[config.mk]
export PLATFORM = sky130hd
export DESIGN_NAME = prim_filter_bank
export DESIGN_NICKNAME = d
export VERILOG_FILES = /design/src/rtl/prim_filter_pkg.sv /design/src/rtl/prim_filter_chan.sv /design/src/rtl/prim_filter_bank.sv
export SDC_FILE = /design/constraint.sdc
export NUM_CORES = 1
export LEC_CHECK = 0
export BUFFER_PORTS_ARGS = -buffer_cell sky130_fd_sc_hd__clkbuf_2
export CAP_MARGIN = 20
export CORE_MARGIN = 4
export CORE_UTILIZATION = 54
export DETAILED_ROUTE_END_ITERATION = 10
export PLACE_DENSITY = 0.9
export SYNTH_ARGS = -nofsm -noshare
export SYNTH_HDL_FRONTEND = slang
export SYNTH_SLANG_ARGS = --single-unit
export TNS_END_PERCENT = 1
[constraint.sdc]
create_clock -name clk_i -period 2.43 [get_ports clk_i]
set_input_delay 0.1215 -clock clk_i [delete_from_list [all_inputs] [get_ports clk_i]]
set_output_delay 0.1215 -clock clk_i [all_outputs]
set_load 0.1 [all_outputs]
[src/rtl/prim_filter_pkg.sv]
// Shared types for the counter-based glitch filter bank.
// Mode encoding is per channel; value 2'd3 is reserved and decodes as FiltBoth.
package prim_filter_pkg;

    localparam int unsigned FiltModeW = 2;

    typedef enum logic [FiltModeW-1:0] {
        FiltBoth = 2'd0,
        FiltRise = 2'd1,
        FiltFall = 2'd2
    } filt_mode_e;

endpackage

[src/rtl/prim_filter_chan.sv]
// One glitch-filter channel: stable value, saturating-free counter, event pulse flops.
// The stable value only moves after the raw input has differed for eff_thresh cycles.
module prim_filter_chan
    import prim_filter_pkg::*;
#(
    parameter int unsigned CntWidth   = 4,
    parameter logic        ResetValue = 1'b0
) (
    input  logic                clk_i,
    input  logic                rst_ni,
    input  logic                enable_i,
    input  logic [1:0]          mode_i,
    input  logic [CntWidth-1:0] thresh_i,
    input  logic                filter_i,
    output logic                filter_o,
    output logic                rise_o,
    output logic                fall_o,
    output logic                busy_o
);

    logic                stable_q, stable_d;
    logic [CntWidth-1:0] cnt_q, cnt_d;
    logic                rise_q, rise_d;
    logic                fall_q, fall_d;
    logic                busy_q, busy_d;

    logic                rise_filt_s;
    logic                fall_filt_s;
    logic                dir_filt_s;
    logic [CntWidth:0]   eff_thresh_s;
    logic [CntWidth:0]   cnt_inc_s;

    // Mode decode: which edge directions go through the counter
    always_comb begin
        rise_filt_s = 1'b1;
        fall_filt_s = 1'b1;
        case (mode_i)
            FiltBoth: begin
                rise_filt_s = 1'b1;
                fall_filt_s = 1'b1;
            end
            FiltRise: begin
                rise_filt_s = 1'b1;
                fall_filt_s = 1'b0;
            end
            FiltFall: begin
                rise_filt_s = 1'b0;
                fall_filt_s = 1'b1;
            end
            default: begin
                rise_filt_s = 1'b1;
                fall_filt_s = 1'b1;
            end
        endcase
    end

    // Compare in CntWidth+1 bits so a full-scale threshold cannot wrap the increment
    assign eff_thresh_s = (thresh_i == {CntWidth{1'b0}}) ? {{CntWidth{1'b0}}, 1'b1}
                                                         : {1'b0, thresh_i};
    assign cnt_inc_s    = {1'b0, cnt_q} + {{CntWidth{1'b0}}, 1'b1};
    assign dir_filt_s   = stable_q ? fall_filt_s : rise_filt_s;

    // Next-state: track when bypassed, otherwise count consecutive differing cycles
    always_comb begin
        stable_d = stable_q;
        cnt_d    = {CntWidth{1'b0}};
        rise_d   = 1'b0;
        fall_d   = 1'b0;
        if (!enable_i) begin
            stable_d = filter_i;
        end else if (filter_i == stable_q) begin
            cnt_d = {CntWidth{1'b0}};
        end else if (!dir_filt_s || (cnt_inc_s >= eff_thresh_s)) begin
            stable_d = filter_i;
            rise_d   = filter_i;
            fall_d   = ~filter_i;
        end else begin
            cnt_d = cnt_inc_s[CntWidth-1:0];
        end
        busy_d = (cnt_d != {CntWidth{1'b0}});
    end

    // State and event flops with synchronous active-low reset
    always_ff @(posedge clk_i) begin
        if (!rst_ni) begin
            stable_q <= ResetValue;
            cnt_q    <= {CntWidth{1'b0}};
            rise_q   <= 1'b0;
            fall_q   <= 1'b0;
            busy_q   <= 1'b0;
        end else begin
            stable_q <= stable_d;
            cnt_q    <= cnt_d;
            rise_q   <= rise_d;
            fall_q   <= fall_d;
            busy_q   <= busy_d;
        end
    end

    assign filter_o = enable_i ? stable_q : filter_i;
    assign rise_o   = rise_q;
    assign fall_o   = fall_q;
    assign busy_o   = busy_q;

endmodule

[src/rtl/prim_filter_bank.sv]
// Multi-channel glitch filter bank: independent channels with runtime threshold,
// enable and direction mode. The top only slices the packed ports per channel.
module prim_filter_bank
    import prim_filter_pkg::*;
#(
    parameter int unsigned          NumChan    = 8,
    parameter int unsigned          CntWidth   = 4,
    parameter logic [NumChan-1:0]   ResetValue = {NumChan{1'b0}}
) (
    input  logic                         clk_i,
    input  logic                         rst_ni,
    input  logic [NumChan-1:0]           enable_i,
    input  logic [FiltModeW*NumChan-1:0] mode_i,
    input  logic [NumChan*CntWidth-1:0]  thresh_i,
    input  logic [NumChan-1:0]           filter_i,
    output logic [NumChan-1:0]           filter_o,
    output logic [NumChan-1:0]           rise_o,
    output logic [NumChan-1:0]           fall_o,
    output logic [NumChan-1:0]           busy_o
);

    for (genvar c = 0; c < NumChan; c++) begin : g_chan
        prim_filter_chan #(
            .CntWidth   (CntWidth),
            .ResetValue (ResetValue[c])
        ) u_chan (
            .clk_i    (clk_i),
            .rst_ni   (rst_ni),
            .enable_i (enable_i[c]),
            .mode_i   (mode_i[FiltModeW*c +: FiltModeW]),
            .thresh_i (thresh_i[c*CntWidth +: CntWidth]),
            .filter_i (filter_i[c]),
            .filter_o (filter_o[c]),
            .rise_o   (rise_o[c]),
            .fall_o   (fall_o[c]),
            .busy_o   (busy_o[c])
        );
    end

endmodule

* After elaboration in Yosys (flattened, before gate mapping)
Index checks and enable logic that the tools add are counted.
Storage, ports and cells: register bits after elaboration 64, bits of input ports 66, output and inout bits 32
Operators by class: add/sub/neg operators 8, $lt $le $gt $ge 8, equal/unequal tests 40, mux-type cells 88, bitwise gates (word level) 25, reductions and logical operators 48
Operator list (count):
- 4-bit 2-to-1 mux | 32
- 1-bit 2-to-1 mux | 56
- 4-bit by 1-bit adder with 5-bit output, second input constant | 8
- 5-bit >= comparator | 8
- 4-bit zero test | 8
- 4-bit nonzero test | 8
- 4-bit OR reduction | 8
- 1-bit inverter | 25
- 2-bit by 1-bit equality test with 1-bit output, second input constant | 8
- 2-bit equality test, second input constant | 8
- 2-bit by 1-bit inequality test with 1-bit output, second input constant | 8
- 2-bit inequality test, second input constant | 8
- 2-bit AND reduction | 8
- 1-bit equality test | 8
- 1-bit zero test | 8
- 1-bit logical OR | 8

* Logic depth before layout (Yosys ltp)
Gate-level depths: netlist of run 1.
depth after elaboration 9, depth in mapped cells 8, gate-level depth less buffers 8

* Hierarchy
Synthesis of run 1 repeated with hierarchy kept, for this count alone.
Unflattened totals: cells, all modules 384, area total of the unflattened synthesis 3973.8 um^2
By module, submodules not included:
- prim_filter_chan | instances 8, cells an instance 48, area an instance 496.7 um^2

* Worst setup path after synthesis of run 1
OpenSTA, ideal clock, no wires.
path kind register -> register, start register g_chan[2].u_chan.cnt_q[0], end register g_chan[2].u_chan.stable_q, arrival time 1733 ps, data required time 2358 ps, path slack 626 ps, cell stages (with the launch flop) 8, buffers on the path 0, cells stage by stage dfxtp_1 ha_1 xnor2_1 inv_1 ha_1 o21a_1 a211oi_1 mux2i_1
On the way: longest elaborated chain between the ends 5
RTL lines:
- from (decl) | RTL line prim_filter_chan.sv:22 | logic [CntWidth-1:0] cnt_q, cnt_d;
- from (signal assigned) | RTL line prim_filter_chan.sv:87 | cnt_q <= {CntWidth{1'b0}};
- from (signal assigned) | RTL line prim_filter_chan.sv:93 | cnt_q <= cnt_d;
- 4-bit by 1-bit adder with 5-bit output | RTL line prim_filter_chan.sv:60 | assign cnt_inc_s = {1'b0, cnt_q} + {{CntWidth{1'b0}}, 1'b1};
- 5-bit >= comparator | RTL line prim_filter_chan.sv:73 | end else if (!dir_filt_s || (cnt_inc_s >= eff_thresh_s)) begin
- 1-bit logical OR | RTL line prim_filter_chan.sv:73
- 2-bit by 1-bit inequality test with 1-bit output (no line)
- 2-bit AND reduction (no line)
- to (signal assigned) | RTL line prim_filter_chan.sv:86 | stable_q <= ResetValue;
- to (signal assigned) | RTL line prim_filter_chan.sv:92 | stable_q <= stable_d;
- to (decl) | RTL line prim_filter_chan.sv:21 | logic stable_q, stable_d;
No other way between the ends. A chain may end at the register's enable or synchronous reset.

* Worst setup path in the final report of run 1
start register g_chan[5].u_chan.cnt_q[0], end register g_chan[5].u_chan.stable_q
On the way: longest elaborated chain between the ends 5
RTL lines (RTL line):
- from (decl) | prim_filter_chan.sv:22
- from (signal assigned) | prim_filter_chan.sv:87
- from (signal assigned) | prim_filter_chan.sv:93
- 4-bit by 1-bit adder with 5-bit output | prim_filter_chan.sv:60
- 5-bit >= comparator | prim_filter_chan.sv:73
- 1-bit logical OR | prim_filter_chan.sv:73
- 2-bit by 1-bit inequality test with 1-bit output (no line)
- 2-bit AND reduction (no line)
- to (signal assigned) | prim_filter_chan.sv:86
- to (signal assigned) | prim_filter_chan.sv:92
- to (decl) | prim_filter_chan.sv:21
No other way between the ends.

==> results.md, run 1 <==
* Run status: finished, final reports clean
* Floorplan core area at 6870 sq um
* RSZ-0062 raised after global routing: no
* Die H at 92.3 um
* Final wirelength at 7820 um
* Final period util at 85.2%
* Average wire per standard cell at 13.3 um
* TritonCTS clock tree: built
* Setup TNS at 0 ns
* Vias per cell at 5.18
* Post-CTS Hold Buffers at 0
* DRT antenna net count at 0
* Total power at 0.00269 W
* Req. time, crit path at 2.69 ns
* #FFs+latches synth at 64
* Post-CTS setup buffers at 0
* Row cnt at 30
* Worst VDD drop at 0.000331 V
* CP Data Arrival Time at 2.33 ns
* Initial Utilization at 55.9%
* Synthesis-to-finish area growth at 15.0%
* Total I/O pin count at 98
* Max Fanout on Critical Path at 5
* Max-cap viol count at 0
* Largest net degree at the start of global routing at 25
* Post-route DRC violation count at 0
* Syn nets at 520
* Worst Tran Pin Value at 0.566 ns
* Antenna violations before repair at 0
* Placed insts at 573
* Nets at 594
* Clk slew on worst S/H paths at 0.07 ns
* PostCTS Resize Cnt at 0
* TritonRoute pass-1 iters at 4
* Final Setup Violations at 0
* Total gr overflow at 0
* Post-synthesis cell count at 414
* Relative slew slack at 62.5%
* Netlist cell types at 30
* Clock buffer count from CTS at 9
* H-tree Lvls at 3
* Minimum clock period at 2.07 ns
* CP Launch Type: flip-flop
* Via count at 3046
* DIE WIDTH at 92.3 um
* Clk_lat worst skew at 0.33 ns
* Leak at 2.39 nW
* Endpoint type of the worst setup path: flip-flop
* Die area at 8530 sq um
* CP Class: reg -> reg
* YS warnings at 0
* Vias in the first global route at 3112
* First-pass GRT wire length at 13000 um
* Hold/Removal Path Class: in -> reg
* CTS root buffer: clkbuf_8
* Post-synthesis cell area at 3840 sq um
* Fraction of layout cells with a size suffix above 1 at 30.5%
* Pwr dens at 609 nW/um^2
* Final hold violations at 0
* Max Slew Vio Count at 0
* 1st-iter DRT viols at 73
* Synthesized area per cell at 9.28 sq um
* Detailed placement HPWL at 6280 um
* Skew final at 0.00869 ns
* Count of non-filler cells in the finished layout at 588
* I/O Buffers at 97
* GRT Total Usage at 18.7%
* Sequential area share after synthesis at 33.4%
* Max Fclk at 0.483 GHz
* Clk buf depth at 2
* Routability cong. at 0.875
* Number of antenna diodes at 0
* CTS Sinks at 64
==> state kept, by name, indices dropped and copies added (netlist names) <==
register / cells
g_chan.u_chan.cnt_q: 32
g_chan.u_chan.busy_o: 8
g_chan.u_chan.fall_o: 8
g_chan.u_chan.rise_o: 8
g_chan.u_chan.stable_q: 8
==> worst paths after layout <==
check | endpoint | slack, ns | depth (start not counted) | from
max | g_chan[5].u_chan.stable_q | 0.36 | 7 | g_chan[5].u_chan.cnt_q[0]
min | g_chan[1].u_chan.fall_o | 0.02 | 2 | filter_i[1]
max reg2reg | g_chan[5].u_chan.stable_q | 0.36 | 7 | g_chan[5].u_chan.cnt_q[0]
min reg2reg | g_chan[3].u_chan.cnt_q[0] | 0.52 | 1 | g_chan[3].u_chan.cnt_q[0]
==> worst max-delay path, cell delays in order (launching register included) <==
cell and delay [ns]:
dfxtp_1 0.36, ha_1 0.24, xnor2_1 0.29, inv_1 0.09, ha_1 0.30, o21a_1 0.18, a211oi_1 0.31, mux2i_1 0.23
==> Yosys cell counts <==
cell type / number / area [sq um]
or3b_1: 8 / 70.1
xor2_1: 16 / 140
nand3b_1: 8 / 60.1
mux2i_1: 8 / 80.1
and3_2: 2 / 15.0
and3_1: 6 / 37.5
a211o_1: 8 / 70.1
nor2_1: 6 / 22.5
a41o_1: 6 / 60.1
nand3_2: 3 / 30.0
dfxtp_1: 64 / 1280
a31oi_1: 8 / 50.1
buf_4: 32 / 240
a21o_2: 8 / 70.1
nor4b_1: 2 / 17.5
inv_1: 60 / 225
nand2b_4: 2 / 27.5
nand3_1: 21 / 105
nor3b_2: 8 / 100
o21a_1: 8 / 60.1
nand2_1: 16 / 60.1
buf_2: 2 / 10.0
nor3_1: 30 / 150
nor3b_1: 4 / 30.0
a211oi_1: 8 / 60.1
nand2b_1: 6 / 37.5
ha_1: 40 / 500
xnor2_1: 8 / 70.1
a31o_2: 8 / 70.1
mux2_2: 8 / 90.1
==> metrics by stage <==
step / utilization [%] / cell area (sq um) / hold slack, ns / setup WS, ns
floorplan: - / 3840 / 0.191 / 0.626
global placement: 61.1 / 4200 / 0.359 / 0.550
detailed placement: 61.1 / 4200 / 0.367 / 0.404
CTS: 64.3 / 4420 / 0.00784 / 0.369
global route: 64.3 / 4420 / 0.0188 / 0.219
finish: 64.3 / 4420 / 0.0221 / 0.360
==> final cells by class <==
class / instances / area [sq um]
fillers: 573 / 2450
multi-input cells: 256 / 2080
flip-flops and latches: 64 / 1280
repair buffers: 97 / 485
inverters: 60 / 225
clock buffers: 12 / 155
well taps: 96 / 120
clock inverters: 3 / 65.1
==> cell families after synthesis <==
family	after synthesis	synth area share, %
AO/OA/AOI/OAI	54	11.5
XOR/XNOR	24	5.47
adder cells (fa/ha/maj)	40	13.0
buffers and inverters	94	12.4
flip-flops	64	33.4
multiplexers	16	4.43
AND/OR/NAND/NOR	122	19.9
==> cell usage in the layout, fill, tap and decap left out <==
cell type / count
a211o_1: 8
a211oi_1: 8
a21o_2: 8
a31o_2: 8
a31oi_1: 8
a41o_1: 6
and3_1: 6
and3_2: 2
bufinv_16: 2
clkbuf_1: 1
clkbuf_2: 97
clkbuf_8: 11
clkinv_2: 1
dfxtp_1: 64
ha_1: 40
inv_1: 60
mux2_2: 8
mux2i_1: 8
nand2_1: 16
nand2b_1: 6
nand2b_4: 2
nand3_1: 21
nand3_2: 3
nand3b_1: 8
nor2_1: 6
nor3_1: 30
nor3b_1: 4
nor3b_2: 8
nor4b_1: 2
o21a_1: 8
or3b_1: 8
xnor2_1: 8
xor2_1: 16
==> power breakdown <==
part           leakage (nW)  switching, W  total [W]  internal (W)
registers             0.519     0.0000294    0.00111       0.00108
logic                  1.76      0.000368   0.000557      0.000189
clock network         0.112      0.000393    0.00102      0.000627
==> per-layer routing <==
layer  routed length, um  part of all wire [%]  track usage, %  vias to the layer above
met1                3160                    40            19.4                     1399
met4                  58                  0.74            6.31                        0
met5                   0                     0               0                        -
met2                4190                    54            35.3                       79
met3                 405                   5.2            5.77                        6
li1                    -                     -               -                     1562
Power figures use the tool's default switching activity.
==> run 2: changes to the inputs <==
--- a/config.mk
+++ b/config.mk
@@ -10,6 +10,7 @@
 export CORE_MARGIN = 4
 export CORE_UTILIZATION = 54
 export DETAILED_ROUTE_END_ITERATION = 10
+export MAX_ROUTING_LAYER = met4
 export PLACE_DENSITY = 0.9
 export SYNTH_ARGS = -nofsm -noshare
 export SYNTH_HDL_FRONTEND = slang
==> results.md, run 2 (synthesis gave the netlist of run 1 again) <==
* Sequential cell area at 1280 sq um (unchanged)
* DIE WIDTH at 92.3 um (unchanged)
* Synthesis-to-finish area growth at 15.0% (unchanged)
* Hold path depth at 2 (unchanged)
* Max reg flops at 32 (unchanged)
* Final Setup Violations at 0 (unchanged)
* Leak at 2.39 nW (unchanged)
* Skew final at 0.00865 ns (was 0.00869 ns)
* GRT Total Usage at 19.2% (was 18.7%)
* Floorplan core area at 6870 sq um (unchanged)
* Minimum clock period at 2.07 ns (about the same)
* Largest net degree at the start of global routing at 25 (unchanged)
* Detailed placement HPWL at 6280 um (unchanged)
* Initial Utilization at 55.9% (unchanged)
* PostCTS Resize Cnt at 0 (unchanged)
* Relative slew slack at 62.0% (was 62.5%)
* Total power at 0.00269 W (about the same)
* Via count at 3024 (was 3046)
* Final hold violations at 0 (unchanged)
* CTS Sinks at 64 (unchanged)
* Final period util at 85.2% (about the same)
* Endpoint type of the worst setup path: flip-flop (unchanged)
* Post-CTS Hold Buffers at 0 (unchanged)
* Clock buffer count from CTS at 9 (unchanged)
* Total gr overflow at 0 (unchanged)
* Routability cong. at 0.889 (was 0.875)
* Die area at 8530 sq um (unchanged)
* Worst VDD drop at 0.000329 V (was 0.000331 V)
* Largest reg by FF count: g_chan.u_chan.cnt_q (unchanged)
* Final wirelength at 7810 um (was 7820 um)
* Vias per cell at 5.14 (was 5.18)
* Worst reg2reg endpoint: g_chan[5].u_chan.stable_q (unchanged)
* Pwr dens at 608 nW/um^2 (was 609 nW/um^2)
* CTS root buffer: clkbuf_8 (unchanged)
* Max-cap viol count at 0 (unchanged)
* Most frequent cells in the layout: clkbuf_2, dfxtp_1, inv_1, ha_1, nor3_1 (unchanged)
* CP Launch Type: flip-flop (unchanged)
* Hold/Removal Path Class: in -> reg (unchanged)
* Average wire per standard cell at 13.3 um (about the same)
* TritonCTS clock tree: built (unchanged)
* Vias in the first global route at 3120 (was 3112)
* Most common cell after layout, fill and taps aside: clkbuf_2 (unchanged)
* Total I/O pin count at 98 (unchanged)
* R2R Path Start: g_chan[5].u_chan.cnt_q[0] (unchanged)
* TritonRoute pass-1 iters at 4 (unchanged)
* Nets at 594 (unchanged)
* First-pass GRT wire length at 13000 um (unchanged)
* H-tree Lvls at 3 (unchanged)
* CP Data Arrival Time at 2.33 ns (about the same)
* Setup TNS at 0 ns (unchanged)
* Die H at 92.3 um (unchanged)
* Fin util at 64.3% (unchanged)
* Clk_lat worst skew at 0.33 ns (about the same)
* I/O Buffers at 97 (unchanged)
* Post-route DRC violation count at 0 (unchanged)
* Clk slew on worst S/H paths at 0.07 ns (about the same)
* Area of the multi-input gates at 2080 sq um (unchanged)
* Req. time, crit path at 2.69 ns (about the same)
* Worst Tran Pin Value at 0.569 ns (was 0.566 ns)
* Fraction of layout cells with a size suffix above 1 at 30.5% (unchanged)
* Hold path start: filter_i[1] (unchanged)
* Max Fanout on Critical Path at 5 (unchanged)
* RSZ-0062 raised after global routing: no (unchanged)
* 1st-iter DRT viols at 91 (was 73)
* Antenna violations before repair at 0 (unchanged)
* Reg2reg path depth at 7 (unchanged)
* Clk buf depth at 2 (unchanged)
* CP Class: reg -> reg (unchanged)
* FILL cells at 573 (unchanged)
* R2R Setup Slk at 0.36 ns (about the same)
* Max Slew Vio Count at 0 (unchanged)
* Number of antenna diodes at 0 (unchanged)
* Row cnt at 30 (unchanged)
* Post-CTS setup buffers at 0 (unchanged)
* Run status: finished, final reports clean (unchanged)
* Max Fclk at 0.483 GHz (about the same)
* Hold Path Sink: g_chan[1].u_chan.fall_o (unchanged)
* DRT antenna net count at 0 (unchanged)
## run 2: routing by layer
metal / vias to the layer above / routed length, um / global-route usage [%]
met4: 0 / 49 / 6.31
met1: 1389 / 3210 / 19.6
li1: 1563 / - / -
met3: 4 / 358 / 5.36
met2: 68 / 4190 / 35.3
met5: - / 0 / -
## run 2: worst max-delay path by stage
stage / from / depth (start not counted) / to / slack [ns]
global placement: g_chan[6].u_chan.cnt_q[0] / 7 / g_chan[6].u_chan.rise_o / 0.55
detailed placement: g_chan[5].u_chan.cnt_q[0] / 7 / g_chan[5].u_chan.stable_q / 0.40
floorplan: g_chan[2].u_chan.cnt_q[0] / 7 / g_chan[2].u_chan.stable_q / 0.63
global route: g_chan[1].u_chan.cnt_q[0] / 7 / g_chan[1].u_chan.stable_q / 0.22
CTS: g_chan[5].u_chan.cnt_q[0] / 7 / g_chan[5].u_chan.stable_q / 0.37
finish: g_chan[5].u_chan.cnt_q[0] / 7 / g_chan[5].u_chan.stable_q / 0.36
## run 2: power by group
| group | total [W] | internal (W) | switching, W |
|---|---|---|---|
| logic | 0.000557 | 0.000189 | 0.000368 |
| registers | 0.00111 | 0.00108 | 0.0000293 |
| clock network | 0.00102 | 0.000627 | 0.000392 |
## run 2: cell type report
type                            count  share of cell area, %
Clock inverter                      3                   1.47
Tap cell                           96                   2.72
Clock buffer                       12                   3.51
Multi-Input combinational cell    256                   47.2
Sequential cell                    64                   29.0
Timing Repair Buffer               97                   11.0
Inverter                           60                   5.10
## run 2: worst max-delay path, cell delays in order, from the launching register on
cell	delay, ns
dfxtp_1	0.36
ha_1	0.24
xnor2_1	0.29
inv_1	0.09
ha_1	0.30
o21a_1	0.18
a211oi_1	0.31
mux2i_1	0.23
## run 2: per-stage QoR
stage	area, sq um	setup WS, ns	cells	hold slack [ns]
finish	4420	0.359	588	0.0216
global route	4420	0.219	588	0.0188
CTS	4420	0.369	588	0.00784
detailed placement	4200	0.404	573	0.367
global placement	4200	0.550	573	0.359
floorplan	3840	0.626	414	0.191
